$ cat src/rtl/periph_pkg.sv
// Shared constants for the peripheral bus: register offsets, TCON bit positions
// and the default peripheral window base.
package periph_pkg;

    localparam int DATA_W = 32;
    localparam int OFF_W  = 3;

    localparam logic [DATA_W-1:0] PERIPH_BASE_DEFAULT = 32'h4000_0000;

    localparam logic [OFF_W-1:0] OFF_TH      = 3'd0;
    localparam logic [OFF_W-1:0] OFF_TL      = 3'd1;
    localparam logic [OFF_W-1:0] OFF_TCON    = 3'd2;
    localparam logic [OFF_W-1:0] OFF_LEDS    = 3'd3;
    localparam logic [OFF_W-1:0] OFF_DIGI    = 3'd4;
    localparam logic [OFF_W-1:0] OFF_SYSTICK = 3'd5;

    localparam int TCON_EN = 0;
    localparam int TCON_IE = 1;
    localparam int TCON_IS = 2;

    localparam logic [DATA_W-1:0] TL_MAX = 32'hFFFF_FFFF;

    typedef enum logic [1:0] {
        REGION_NONE  = 2'd0,
        REGION_RAM   = 2'd1,
        REGION_PERIF = 2'd2
    } region_t;

    // Zero-extends a narrow register field onto the 32-bit read bus.
    function automatic logic [DATA_W-1:0] zext12(input logic [11:0] v);
        return {{(DATA_W-12){1'b0}}, v};
    endfunction

endpackage

$ cat src/rtl/periph_timer.sv
// Interval timer: TL counts up while enabled, reloads from TH after reaching all
// ones, and latches an interrupt status bit that only a CPU write can clear.
module periph_timer
    import periph_pkg::*;
(
    input  logic              clk,
    input  logic              reset,
    input  logic              wr_en,
    input  logic [OFF_W-1:0]  wr_off,
    input  logic [DATA_W-1:0] wr_data,
    output logic [DATA_W-1:0] th,
    output logic [DATA_W-1:0] tl,
    output logic [2:0]        tcon,
    output logic              irq
);

    logic wr_th;
    logic wr_tl;
    logic wr_tcon;
    logic wrap;
    logic irq_set;

    assign wr_th   = wr_en && (wr_off == OFF_TH);
    assign wr_tl   = wr_en && (wr_off == OFF_TL);
    assign wr_tcon = wr_en && (wr_off == OFF_TCON);

    assign wrap    = tcon[TCON_EN] && (tl == TL_MAX);
    assign irq_set = wrap && tcon[TCON_IE];

    always_ff @(posedge clk) begin
        if (!reset) begin
            th   <= '0;
            tl   <= '0;
            tcon <= '0;
        end else begin
            if (wr_th)
                th <= wr_data;

            // A CPU write to TL wins over both increment and reload; reload uses
            // the TH value from before this edge.
            if (wr_tl)
                tl <= wr_data;
            else if (wrap)
                tl <= th;
            else if (tcon[TCON_EN])
                tl <= tl + 32'd1;

            // The hardware set is OR'd into a CPU write so an overflow is never lost.
            if (wr_tcon) begin
                tcon[TCON_EN] <= wr_data[TCON_EN];
                tcon[TCON_IE] <= wr_data[TCON_IE];
                tcon[TCON_IS] <= wr_data[TCON_IS] | irq_set;
            end else if (irq_set) begin
                tcon[TCON_IS] <= 1'b1;
            end
        end
    end

    assign irq = tcon[TCON_IS];

endmodule

$ cat src/rtl/periph_bus.sv
// Load/store bus stage: decodes RAM vs peripheral window, hosts leds/digi/systick,
// muxes read data and instantiates the interval timer.
module periph_bus
    import periph_pkg::*;
#(
    parameter int                RAM_SIZE_BIT = 8,
    parameter logic [DATA_W-1:0] PERIPH_BASE  = PERIPH_BASE_DEFAULT
) (
    input  logic              clk,
    input  logic              reset,
    input  logic              MemRead,
    input  logic              MemWrite,
    input  logic [DATA_W-1:0] Address,
    input  logic [DATA_W-1:0] Write_data,
    output logic [DATA_W-1:0] Read_data,
    output logic              ram_MemRead,
    output logic              ram_MemWrite,
    input  logic [DATA_W-1:0] ram_Read_data,
    output logic [7:0]        leds,
    output logic [11:0]       digi,
    output logic              irq
);

    region_t           region;
    logic [OFF_W-1:0]  offset;
    logic              perif_wr;
    logic [DATA_W-1:0] systick;
    logic [DATA_W-1:0] th;
    logic [DATA_W-1:0] tl;
    logic [2:0]        tcon;
    logic [DATA_W-1:0] perif_rdata;
    logic              unused_byte_sel;

    // Only word accesses exist; the byte-select bits carry no meaning here.
    assign unused_byte_sel = ^Address[1:0];

    always_comb begin
        region = REGION_NONE;
        if (Address[DATA_W-1:RAM_SIZE_BIT+2] == '0)
            region = REGION_RAM;
        else if (Address[DATA_W-1:5] == PERIPH_BASE[DATA_W-1:5])
            region = REGION_PERIF;
    end

    assign offset       = Address[4:2];
    assign ram_MemRead  = MemRead  && (region == REGION_RAM);
    assign ram_MemWrite = MemWrite && (region == REGION_RAM);
    assign perif_wr     = MemWrite && (region == REGION_PERIF);

    always_ff @(posedge clk) begin
        if (!reset) begin
            leds    <= '0;
            digi    <= '0;
            systick <= '0;
        end else begin
            systick <= systick + 32'd1;
            if (perif_wr && offset == OFF_LEDS)
                leds <= Write_data[7:0];
            if (perif_wr && offset == OFF_DIGI)
                digi <= Write_data[11:0];
        end
    end

    periph_timer u_timer (
        .clk     (clk),
        .reset   (reset),
        .wr_en   (perif_wr),
        .wr_off  (offset),
        .wr_data (Write_data),
        .th      (th),
        .tl      (tl),
        .tcon    (tcon),
        .irq     (irq)
    );

    always_comb begin
        perif_rdata = '0;
        case (offset)
            OFF_TH:      perif_rdata = th;
            OFF_TL:      perif_rdata = tl;
            OFF_TCON:    perif_rdata = {29'd0, tcon};
            OFF_LEDS:    perif_rdata = {24'd0, leds};
            OFF_DIGI:    perif_rdata = zext12(digi);
            OFF_SYSTICK: perif_rdata = systick;
            default:     perif_rdata = '0;
        endcase
    end

    always_comb begin
        Read_data = '0;
        if (MemRead) begin
            case (region)
                REGION_RAM:   Read_data = ram_Read_data;
                REGION_PERIF: Read_data = perif_rdata;
                default:      Read_data = '0;
            endcase
        end
    end

endmodule

$ cat config.mk
export PLATFORM = sky130hd
export DESIGN_NAME = periph_bus
export DESIGN_NICKNAME = d
export VERILOG_FILES = /design/src/rtl/periph_pkg.sv /design/src/rtl/periph_timer.sv /design/src/rtl/periph_bus.sv
export SDC_FILE = /design/constraint.sdc
export NUM_CORES = 1
export LEC_CHECK = 0
export BUFFER_PORTS_ARGS = -buffer_cell sky130_fd_sc_hd__buf_2
export CORE_UTILIZATION = 35
export CTS_CLUSTER_DIAMETER = 80
export DETAILED_ROUTE_END_ITERATION = 6
export PLACE_DENSITY = 0.56
export SYNTH_ARGS = -nofsm -noshare
export SYNTH_HDL_FRONTEND = slang
export SYNTH_SLANG_ARGS = --single-unit
$ cat constraint.sdc
create_clock -name clk -period 4.55 [get_ports clk]
set_clock_uncertainty 0.2 [all_clocks]
set_input_delay 0.91 -clock clk [delete_from_list [all_inputs] [get_ports clk]]
set_output_delay 0.91 -clock clk [all_outputs]
set_load 0.02 [all_outputs]
==> flow_metrics.py, run 1 <==
metrics = {
    "timing": {
        "slew_headroom": 0.3975,
        "finalHoldViolations": 0,
        "whs_ns": 0.2716,
        "setup_viol": 0,
        "tns_ns": 0,
        "fmax_ghz": 0.2487,
        "rsz0062_at_grt": "false",
        "finalMaxSlewViolations": 0,
        "finalCritPeriodShare": 0.8838,
        "period_needed_ns": 4.021,
        "worst_pin_slew_ns": 0.8968,
        "setup_ws_ns": 0.5289,
    },
    "power": {
        "seqPwrFrac": 0.418,
        "switching_share": 0.2569,
        "p_comb_frac": 0.053,
        "vdd_drop_max_uv": 289.9,
        "p_int_uw": 1872,
        "power_frac_clock": 0.529,
        "p_leak_uw": 0.003332,
        "p_per_area_mw_per_mm2": 291.9,
        "power.switching_uw": 647.1,
    },
    "cts": {
        "post_cts_resized": 0,
        "post_cts_buffers": 0,
        "hold_buffers": 0,
        "htreeDepth": 4,
        "cts-root-buf": "clkbuf_16",
        "cts_sinks": 119,
        "cts_tree": "yes",
        "clock_path_buffers": 2,
        "path_clk_slew_ns": 0.06,
        "numCtsBuffers": 17,
        "insertion_delay_ns": 0.43,
    },
    "final_layout": {
        "multi_input_area_mm2": 0.004298,
        "syn_to_final_growth_pct": 23.15,
        "layout-drive-gt1-share": 0.2418,
        "antennaDiodeCount": 0,
        "nNetsFinal": 1131,
        "final_cell_mix": "buf_2, nand2_1, dfxtp_1, nor2_1, a21oi_1",
        "finish.utilization": 0.4418,
        "layout_commonest_cell": "buf_2",
        "final_cells": 1307,
        "final-seq-area_mm2": 0.002382,
        "nFillCells": 2009,
    },
    "hold_path": {
        "hp-class": "reg2reg",
        "min_path_cells": 2,
        "min_from": "u_timer.th[11]$_SDFFE_PN0P_",
        "holdPathEnd": "u_timer.th[11]$_SDFFE_PN0P_",
    },
    "synthesis": {
        "syn_area_per_cell_um2": 7.827,
        "ys_types": 68,
        "synth-async-reset-ratio": 0,
        "synth_seq_area_share": 0.3401,
        "synth-seq-cells": 119,
        "ys.flop_type": "dfxtp_1",
        "synth_edf_count": 0,
        "synth_nets": 997,
        "yosys_warnings": 0,
        "syn_inst": 895,
        "netlist_area_mm2": 0.007005,
    },
    "placement": {
        "dpl.hpwl_mm": 17.21,
        "dp_cells": 1275,
        "dpl_worst_slack_ns": 0.5569,
        "gp_congestion": 0.8834,
        "port_buffers": 152,
    },
    "floorplanning": {
        "core.rowCount": 51,
        "ios": 155,
        "initial_utilization": 0.3588,
        "core_area_mm2": 0.01953,
        "die-area_mm2": 0.02059,
        "die_y_um": 143.5,
        "die_w_um": 143.5,
    },
    "grt": {
        "grt_max_degree": 54,
        "grt_overflow": 0,
        "grt_pass1_vias": 6706,
        "grt_pass1_wl_mm": 37.18,
        "grt_antenna_before_repair": 0,
        "track_usage": 0.2388,
    },
    "setup_path": {
        "r2r_start": "u_timer.tl[11]$_SDFFE_PN0P_",
        "cp-start-kind": "input pin",
        "end_kind": "output pin",
        "crit_start": "Address[15]",
        "cp.arrival_ns": 2.91,
        "path_max_fanout": 22,
        "crit_required_ns": 3.44,
        "criticalPathCategory": "in2out",
        "reg2regPathDepth": 7,
        "r2r_end": "u_timer.tl[25]$_SDFFE_PN0P_",
        "r2r_setup_slack_ns": 1.42,
    },
    "status": {
        "status": "finished clean",
    },
    "drt": {
        "drcViolationCount": 0,
        "routed_wl_mm": 24.06,
        "drt-vias-per-instance": 5.499,
        "vias": 7187,
        "drt_iter0_drc": 505,
        "ant_nets": 0,
        "first_pass_iters": 6,
        "wl_per_cell_um": 18.41,
    },
    "flow_run": {
        "maxCapViolCount": 0,
    },
}
[sequential cells by signal (all words and copies together), names as in the netlist]
register and count:
digi 12, leds 8, systick 32, u_timer.tcon 3, u_timer.th 32, u_timer.tl 32
[how the worst max path moves through the flow]
stage	to	slack, ns	depth (start not counted)
floorplan	Read_data[18]	0.77	6
global placement	Read_data[19]	0.53	8
detailed placement	Read_data[19]	0.56	8
CTS	Read_data[19]	0.55	8
global route	Read_data[14]	0.29	8
finish	Read_data[19]	0.53	8
[critical path: stages]
cell and delay [ns]:
buf_2 0.09, nor4_1 0.30, nand4_1 0.42, nor4_4 0.39
buf_4 0.38, a22oi_1 0.12, nor2b_1 0.12, buf_2 0.17
[cells by family after synthesis]
family	after synthesis	synth area share
multiplexers	55	0.1011
flip-flops	119	0.3401
AO/OA/AOI/OAI	220	0.2004
buffers and inverters	84	0.04929
adder cells (fa/ha/maj)	2	0.003571
AND/OR/NAND/NOR	388	0.2718
XOR/XNOR	27	0.03376
[synthesized netlist by cell type (2+ instances only)]
cell / count / share of area
a211oi_1: 5 / 0.0054
a21o_1: 3 / 0.0032
a21oi_1: 77 / 0.055
a22o_1: 20 / 0.025
a22oi_1: 34 / 0.036
a31o_1: 3 / 0.0038
a31oi_1: 9 / 0.0080
a41oi_1: 5 / 0.0063
and2_1: 9 / 0.0080
and3_1: 21 / 0.019
and4_1: 11 / 0.014
buf_1: 3 / 0.0016
buf_2: 11 / 0.0079
buf_4: 2 / 0.0021
clkbuf_1: 45 / 0.024
dfxtp_1: 119 / 0.34
ha_1: 2 / 0.0036
inv_1: 19 / 0.010
mux2_2: 16 / 0.026
mux2i_1: 28 / 0.040
mux4_2: 11 / 0.035
nand2_1: 144 / 0.077
nand2b_1: 3 / 0.0027
nand3_1: 34 / 0.024
nand4_1: 19 / 0.017
nand4b_1: 2 / 0.0025
nor2_1: 85 / 0.046
nor2b_1: 12 / 0.011
nor3_1: 14 / 0.010
nor4_1: 10 / 0.0089
o211ai_1: 3 / 0.0032
o21ai_0: 38 / 0.027
o22ai_1: 6 / 0.0054
o2bb2ai_1: 2 / 0.0025
o31ai_1: 4 / 0.0043
or3_1: 8 / 0.0071
or4_1: 2 / 0.0021
xnor2_1: 11 / 0.014
xor2_1: 16 / 0.020
[power by group through the flow]
| stage | combinational [uW] | clock [uW] | sequential [uW] |
|---|---|---|---|
| floorplan | 57.1 | 0 | 1070 |
| global placement | 134 | 0 | 1070 |
| detailed placement | 134 | 0 | 1070 |
| CTS | 135 | 1350 | 1050 |
| global route | 146 | 1400 | 1050 |
| finish | 134 | 1330 | 1050 |
[area by class of cell]
type | instances | area share
clock buffer | 17 | 0.04931
inverter | 21 | 0.009137
multi-input combinational | 692 | 0.4982
tap | 265 | 0.03843
sequential | 119 | 0.2761
timing repair buffer | 178 | 0.1108
clock inverter | 15 | 0.01798
[metal layers]
layer | global-route usage | vias to the layer above | wire (um)
met3 | 0.04965 | 47 | 1439
met1 | 0.3093 | 3373 | 10770
met5 | 0 | - | 0
li1 | - | 3513 | -
met2 | 0.3858 | 254 | 11190
met4 | 0.09630 | 0 | 663
[metrics by stage]
stage / power [uW] / instance area, um^2
2_1_floorplan: 1130 / 7005
3_3_place_gp: 1209 / 8046
3_5_place_dp: 1209 / 8046
4_1_cts: 2540 / 8627
5_1_grt: 2599 / 8627
6_report: 2519 / 8627
No activity file was read; power rests on OpenSTA's default activity.
==> run 2: changes to the inputs <==
- ABC_AREA: unset -> 1
- MAX_ROUTING_LAYER: unset -> met4
- PLACE_DENSITY: 0.56 -> 0.55
==> flow_metrics.py, run 2 <==
metrics = {
    "cts": {
        "insertion_delay_ns": 0.44,
        "path_clk_slew_ns": 0.06,
        "post_cts_buffers": 0,
        "post_cts_resized": 0,
        "htreeDepth": 4,
        "cts-root-buf": "clkbuf_16",
        "cts_sinks": 119,
        "clock_path_buffers": 2,
        "numCtsBuffers": 17,
        "cts_tree": "yes",
        "hold_buffers": 0,
    },
    "grt": {
        "grt_pass1_vias": 8510,
        "grt_max_degree": 100,
        "track_usage": 0.2643,
        "grt_antenna_before_repair": 0,
        "grt_overflow": 0,
        "grt_pass1_wl_mm": 46.53,
    },
    "setup_path": {
        "slowest_delay_ns": 0.45,
        "criticalPathCategory": "in2out",
        "cp_num_buf_inv": 4,
        "r2r_start": "u_timer.tl[0]$_SDFFE_PN0P_",
        "cpMaxStageDelayCell": "a211oi_1",
        "r2r_end": "u_timer.tl[26]$_SDFFE_PN0P_",
        "cp.arrival_ns": 2.75,
        "r2r_setup_slack_ns": 1.72,
        "cp_top_family": "buffers and inverters",
        "crit_required_ns": 3.44,
        "reg2regPathDepth": 10,
        "path_cells": "buf_2, nand3_1, clkinv_1, a211oi_1, o21ai_0, nand2_1, inv_1, buf_2",
        "cp-start-kind": "input pin",
        "end_kind": "output pin",
        "path_max_fanout": 16,
        "worst_path_most_repeated_cell": "buf_2",
    },
    "hold_path": {
        "hp-class": "reg2reg",
        "min_from": "systick[31]$_SDFF_PN0_",
        "holdPathEnd": "systick[31]$_SDFF_PN0_",
        "min_path_cells": 2,
    },
    "timing": {
        "period_needed_ns": 3.861,
        "rsz0062_at_grt": "false",
        "tns_ns": 0,
        "setup_ws_ns": 0.6894,
        "setup_viol": 0,
        "finalMaxSlewViolations": 0,
        "finalCritPeriodShare": 0.8485,
        "slew_headroom": 0.3183,
        "worst_pin_slew_ns": 1.023,
        "fmax_ghz": 0.2590,
        "finalHoldViolations": 0,
    },
    "synthesis": {
        "synth_top_area_frac": 0.3020,
        "syn_inst": 1341,
        "synth_edf_count": 0,
        "ys_types": 41,
        "synth_top_family_by_area": "simple AND/OR/NAND/NOR gates",
        "synth_mux_area_frac": 0,
        "yosys_warnings": 0,
        "synthSimpleGateAreaFrac": 0.3910,
        "yosysMostFrequentCell": "nand2_1",
        "synthAdderAreaFrac": 0.003172,
        "ys.flop_type": "dfxtp_1",
        "synth_nets": 1443,
        "synth-seq-cells": 119,
        "synth_xor_area_frac": 0.02331,
        "syn_area_per_cell_um2": 5.883,
        "netlist_area_mm2": 0.007889,
        "synth.area.top_cells": "dfxtp_1, nand2_1, nor2_1, inv_1, o21ai_0",
        "synth-async-reset-ratio": 0,
        "synth_top_area_cell": "dfxtp_1",
        "synth_seq_area_share": 0.3020,
        "ys_top_cells_by_count": "nand2_1, nor2_1, inv_1",
        "synth_compound_area_frac": 0.1623,
    },
    "floorplanning": {
        "die_y_um": 152.1,
        "die-area_mm2": 0.02314,
        "ios": 155,
        "core.rowCount": 54,
        "die_w_um": 152.1,
        "initial_utilization": 0.3593,
        "core_area_mm2": 0.02196,
    },
    "status": {
        "status": "finished, violations left",
        "violations": "design-rule violations",
    },
    "final_layout": {
        "nNetsFinal": 1569,
        "reg_top3": "systick (32), u_timer.th (32), u_timer.tl (32)",
        "antennaDiodeCount": 0,
        "syn_to_final_growth_pct": 19.79,
        "layout_commonest_cell": "nand2_1",
        "final_cell_mix": "nand2_1, nor2_1, inv_1, buf_2, dfxtp_1",
        "layout-drive-gt1-share": 0.1493,
    },
    "drt": {
        "drcViolationCount": 4,
        "first_pass_iters": 7,
        "drt_iter0_drc": 739,
        "wl_per_cell_um": 16.74,
        "vias": 9059,
        "ant_nets": 0,
        "routed_wl_mm": 29.45,
        "drt-vias-per-instance": 5.147,
    },
    "power": {
        "p_leak_uw": 0.004241,
        "p_per_area_mw_per_mm2": 272.9,
        "vdd_drop_max_uv": 158.2,
    },
    "flow_run": {
        "maxCapViolCount": 0,
    },
    "placement": {
        "dpl_worst_slack_ns": 0.6702,
        "dpl.hpwl_mm": 22.29,
        "port_buffers": 152,
        "gp_congestion": 0.9462,
    },
}
[run 2: changes by cell type in the layout (fill, tap and decap cells not counted), sizes merged, moves of 12 or more]
cell,before,now
nand2,144,338
inv,31,183
nor2,85,196
o21ai,38,122
nand3,36,107
a22oi,34,3
mux2i,28,0
and3,22,0
a21oi,77,96
a22o,20,3
mux2,16,0
nand4,20,34
nor3,15,28
nor2b,12,0
[run 2: worst max-delay path by stage]
stage          depth (start not counted)       start  slack, ns             to
2_1_floorplan                          9  Address[4]       1.07  Read_data[14]
3_3_place_gp                           8  Address[4]       0.69   Read_data[8]
3_5_place_dp                           8  Address[4]       0.67   Read_data[8]
4_1_cts                                8  Address[4]       0.66   Read_data[8]
5_1_grt                                8  Address[4]       0.44   Read_data[8]
6_report                               8  Address[4]       0.69   Read_data[8]
[run 2: logic make-up after synthesis]
family | Yosys count
flip-flops | 119
AND/OR/NAND/NOR | 720
XOR/XNOR | 21
adder cells (fa/ha/maj) | 2
buffers and inverters | 235
AO/OA/AOI/OAI | 244
[run 2: area by class of cell]
cell class                 instances  area, um^2
clock inverter                    15       173.9
sequential                       119        2382
tap                              280       350.3
multi-input combinational        987        4576
fill                            2407       12510
inverter                         175       656.9
timing repair buffer             167       885.9
clock buffer                      17       425.4
[run 2: tightest hold or removal path: cells and delay by family, from the launching register on]
family | cells | cell delay, ns
AND/OR/NAND/NOR | 1 | 0.06
flip-flops | 1 | 0.31
AO/OA/AOI/OAI | 1 | 0.05
[run 2: layer usage]
layer | part of all wire | vias up | global-route usage
li1 | - | 4584 | -
met1 | 0.44 | 4102 | 0.3430
met2 | 0.45 | 329 | 0.4084
met3 | 0.083 | 44 | 0.05916
met4 | 0.019 | 0 | 0.07872
met5 | 0 | - | -
[run 2: where the power goes]
part	internal [uW]	total [uW]	switching (uW)
clock	787	1400	616
combinational	46.3	131	84.8
sequential	1040	1050	1.81
[run 2: metrics by stage]
| stage | cells | area (um^2) | hold slack, ns | utilization | total power, uW |
|---|---|---|---|---|---|
| after floorplan | 1341 | 7889 | 0.2295 | - | 1126 |
| after detailed placement | 1728 | 8851 | 0.2535 | 0.4031 | 1199 |
| final | 1760 | 9450 | 0.2629 | 0.4304 | 2579 |
| after global placement | 1728 | 8851 | 0.2477 | 0.4031 | 1198 |
| after CTS | 1760 | 9450 | 0.2636 | 0.4304 | 2596 |
| after global routing | 1760 | 9450 | 0.2900 | 0.4304 | 2655 |
==> run 3: changes to the inputs <==
- ABC_AREA: 1 -> 0
- PLACE_DENSITY: 0.55 -> 0.56
- clock period: 4.55 -> 3.72 ns (I/O delays scaled with it)
==> flow_metrics.py, run 3 (synthesized netlist as in run 1, its figures left out) <==
metrics = {
    "final_layout": {
        "layout_commonest_cell": "buf_2",
        "antennaDiodeCount": 0,
        "reg_top3": "systick (32), u_timer.th (32), u_timer.tl (32)",
        "layout-drive-gt1-share": 0.2476,
        "final_cells": 1315,
        "final_cell_mix": "buf_2, nand2_1, dfxtp_1, nor2_1, a21oi_1",
        "syn_to_final_growth_pct": 25.15,
        "finish.utilization": 0.4490,
        "nNetsFinal": 1139,
    },
    "placement": {
        "gp_congestion": 0.9114,
        "port_buffers": 152,
        "dpl.hpwl_mm": 17.33,
        "dp_cells": 1283,
    },
    "drt": {
        "drt_iter0_drc": 607,
        "ant_nets": 0,
        "wl_per_cell_um": 18.58,
        "drcViolationCount": 0,
        "first_pass_iters": 6,
        "vias": 7229,
        "routed_wl_mm": 24.43,
        "drt-vias-per-instance": 5.497,
    },
    "floorplanning": {
        "die_y_um": 143.5,
        "ios": 155,
        "core_area_mm2": 0.01953,
        "die-area_mm2": 0.02059,
        "core.rowCount": 51,
        "initial_utilization": 0.3588,
        "die_w_um": 143.5,
    },
    "cts": {
        "insertion_delay_ns": 0.43,
        "clock_path_buffers": 2,
        "hold_buffers": 0,
        "htreeDepth": 4,
        "cts-root-buf": "clkbuf_16",
        "cts_tree": "yes",
        "numCtsBuffers": 17,
        "post_cts_resized": 0,
        "post_cts_buffers": 0,
        "cts_sinks": 119,
        "path_clk_slew_ns": 0.06,
    },
    "hold_path": {
        "min_path_cells": 2,
        "hp-class": "reg2reg",
    },
    "setup_path": {
        "cp-start-kind": "input pin",
        "crit_end": "Read_data[3]",
        "crit_start": "Address[18]",
        "crit_cells": 9,
        "end_kind": "output pin",
        "r2r_start": "u_timer.tl[0]$_SDFFE_PN0P_",
        "worst_path_most_repeated_cell": "buf_2",
        "crit_required_ns": 2.78,
        "reg2regPathDepth": 8,
        "cp_num_buf_inv": 3,
        "r2r_setup_slack_ns": 0.84,
        "path_cells": "buf_2, nor4_1, nand4_1, buf_4, nor3_2, a21boi_2, a22oi_1, nor2b_1, buf_2",
        "cpMaxStageDelayCell": "a21boi_2",
        "slowest_delay_ns": 0.38,
        "r2r_end": "u_timer.tl[31]$_SDFFE_PN0P_",
        "cp_top_family": "simple AND/OR/NAND/NOR gates",
        "cp.arrival_ns": 2.49,
        "path_max_fanout": 8,
        "criticalPathCategory": "in2out",
    },
    "power": {
        "seqPwrFrac": 0.395,
        "p_int_uw": 2492,
        "vdd_drop_max_uv": 308.6,
        "power_frac_clock": 0.552,
        "switching_share": 0.2343,
        "power.switching_uw": 762.5,
        "p_leak_uw": 0.003403,
        "p_per_area_mw_per_mm2": 371.3,
        "p_comb_frac": 0.052,
    },
    "timing": {
        "setup_viol": 0,
        "whs_ns": 0.2689,
        "fmax_ghz": 0.2911,
        "finalMaxSlewViolations": 0,
        "worst_pin_slew_ns": 0.7702,
        "rsz0062_at_grt": "false",
        "period_needed_ns": 3.435,
        "slew_headroom": 0.4844,
        "tns_ns": 0,
        "finalCritPeriodShare": 0.9234,
        "finalHoldViolations": 0,
    },
    "grt": {
        "grt_max_degree": 66,
        "grt_overflow": 0,
        "track_usage": 0.2496,
        "grt_pass1_wl_mm": 37.83,
        "grt_pass1_vias": 6712,
        "grt_antenna_before_repair": 0,
    },
    "flow_run": {
        "maxCapViolCount": 0,
    },
    "status": {
        "status": "finished clean",
    },
}
run 3: changes by cell type in the layout (fill, tap and decap cells not counted), moves of 21 or more:
| cell | previous run | this run |
|---|---|---|
| and3_1 | 0 | 21 |
| a22oi_1 | 3 | 34 |
| o21ai_0 | 112 | 38 |
| nor2_1 | 187 | 85 |
| inv_1 | 168 | 19 |
| nand3_1 | 105 | 34 |
| nand2_1 | 335 | 144 |
| mux2i_1 | 0 | 28 |
run 3: worst reg2reg max path: stages, from the launching register on:
cell	delay (ns)
dfxtp_1	0.41
ha_1	0.26
nand2_1	0.17
nor4_4	0.23
buf_4	0.27
nand3_2	0.42
mux2i_1	0.22
or4_1	0.48
a31oi_1	0.14
run 3: stage by stage:
step | area [um^2] | worst slack, ns | total power [uW]
final | 8767 | 0.2851 | 3255
after global routing | 8767 | 0.04607 | 3349
after CTS | 8767 | 0.3069 | 3274
after detailed placement | 8132 | 0.3101 | 1485
after global placement | 8132 | 0.3269 | 1484
after floorplan | 7005 | 0.2710 | 1382
run 3: power groups by stage:
stage	clock network [uW]	registers (uW)	logic [uW]
after floorplan	0	1310	69.9
after global placement	0	1310	170
after detailed placement	0	1310	170
after CTS	1820	1290	171
after global routing	1880	1290	184
final	1800	1290	171
run 3: area by class of cell:
type | count | area [um^2]
fillers | 2066 | 10760
flip-flops and latches | 119 | 2382
repair buffers | 186 | 1041
well taps | 265 | 331.6
clock inverters | 14 | 196.4
multi-input cells | 692 | 4298
clock buffers | 18 | 439.2
inverters | 21 | 78.83
run 3: how the worst min path moves through the flow:
| stage | start | to | slack (ns) |
|---|---|---|---|
| final | u_timer.th[0]$_SDFFE_PN0P_ | u_timer.th[0]$_SDFFE_PN0P_ | 0.27 |
| after global routing | u_timer.th[24]$_SDFFE_PN0P_ | u_timer.th[24]$_SDFFE_PN0P_ | 0.29 |
| after CTS | u_timer.th[0]$_SDFFE_PN0P_ | u_timer.th[0]$_SDFFE_PN0P_ | 0.27 |
| after detailed placement | u_timer.th[0]$_SDFFE_PN0P_ | u_timer.th[0]$_SDFFE_PN0P_ | 0.26 |
| after global placement | u_timer.th[8]$_SDFFE_PN0P_ | u_timer.th[8]$_SDFFE_PN0P_ | 0.26 |
| after floorplan | u_timer.th[1]$_SDFFE_PN0P_ | u_timer.th[1]$_SDFFE_PN0P_ | 0.24 |
run 3: layer usage:
metal | wire (um) | vias to the layer above | track usage
met2 | 11480 | 249 | 0.3901
li1 | - | 3533 | -
met4 | 457 | 0 | 0.08343
met3 | 1433 | 33 | 0.04865
met1 | 11060 | 3414 | 0.3217
met5 | 0 | - | -
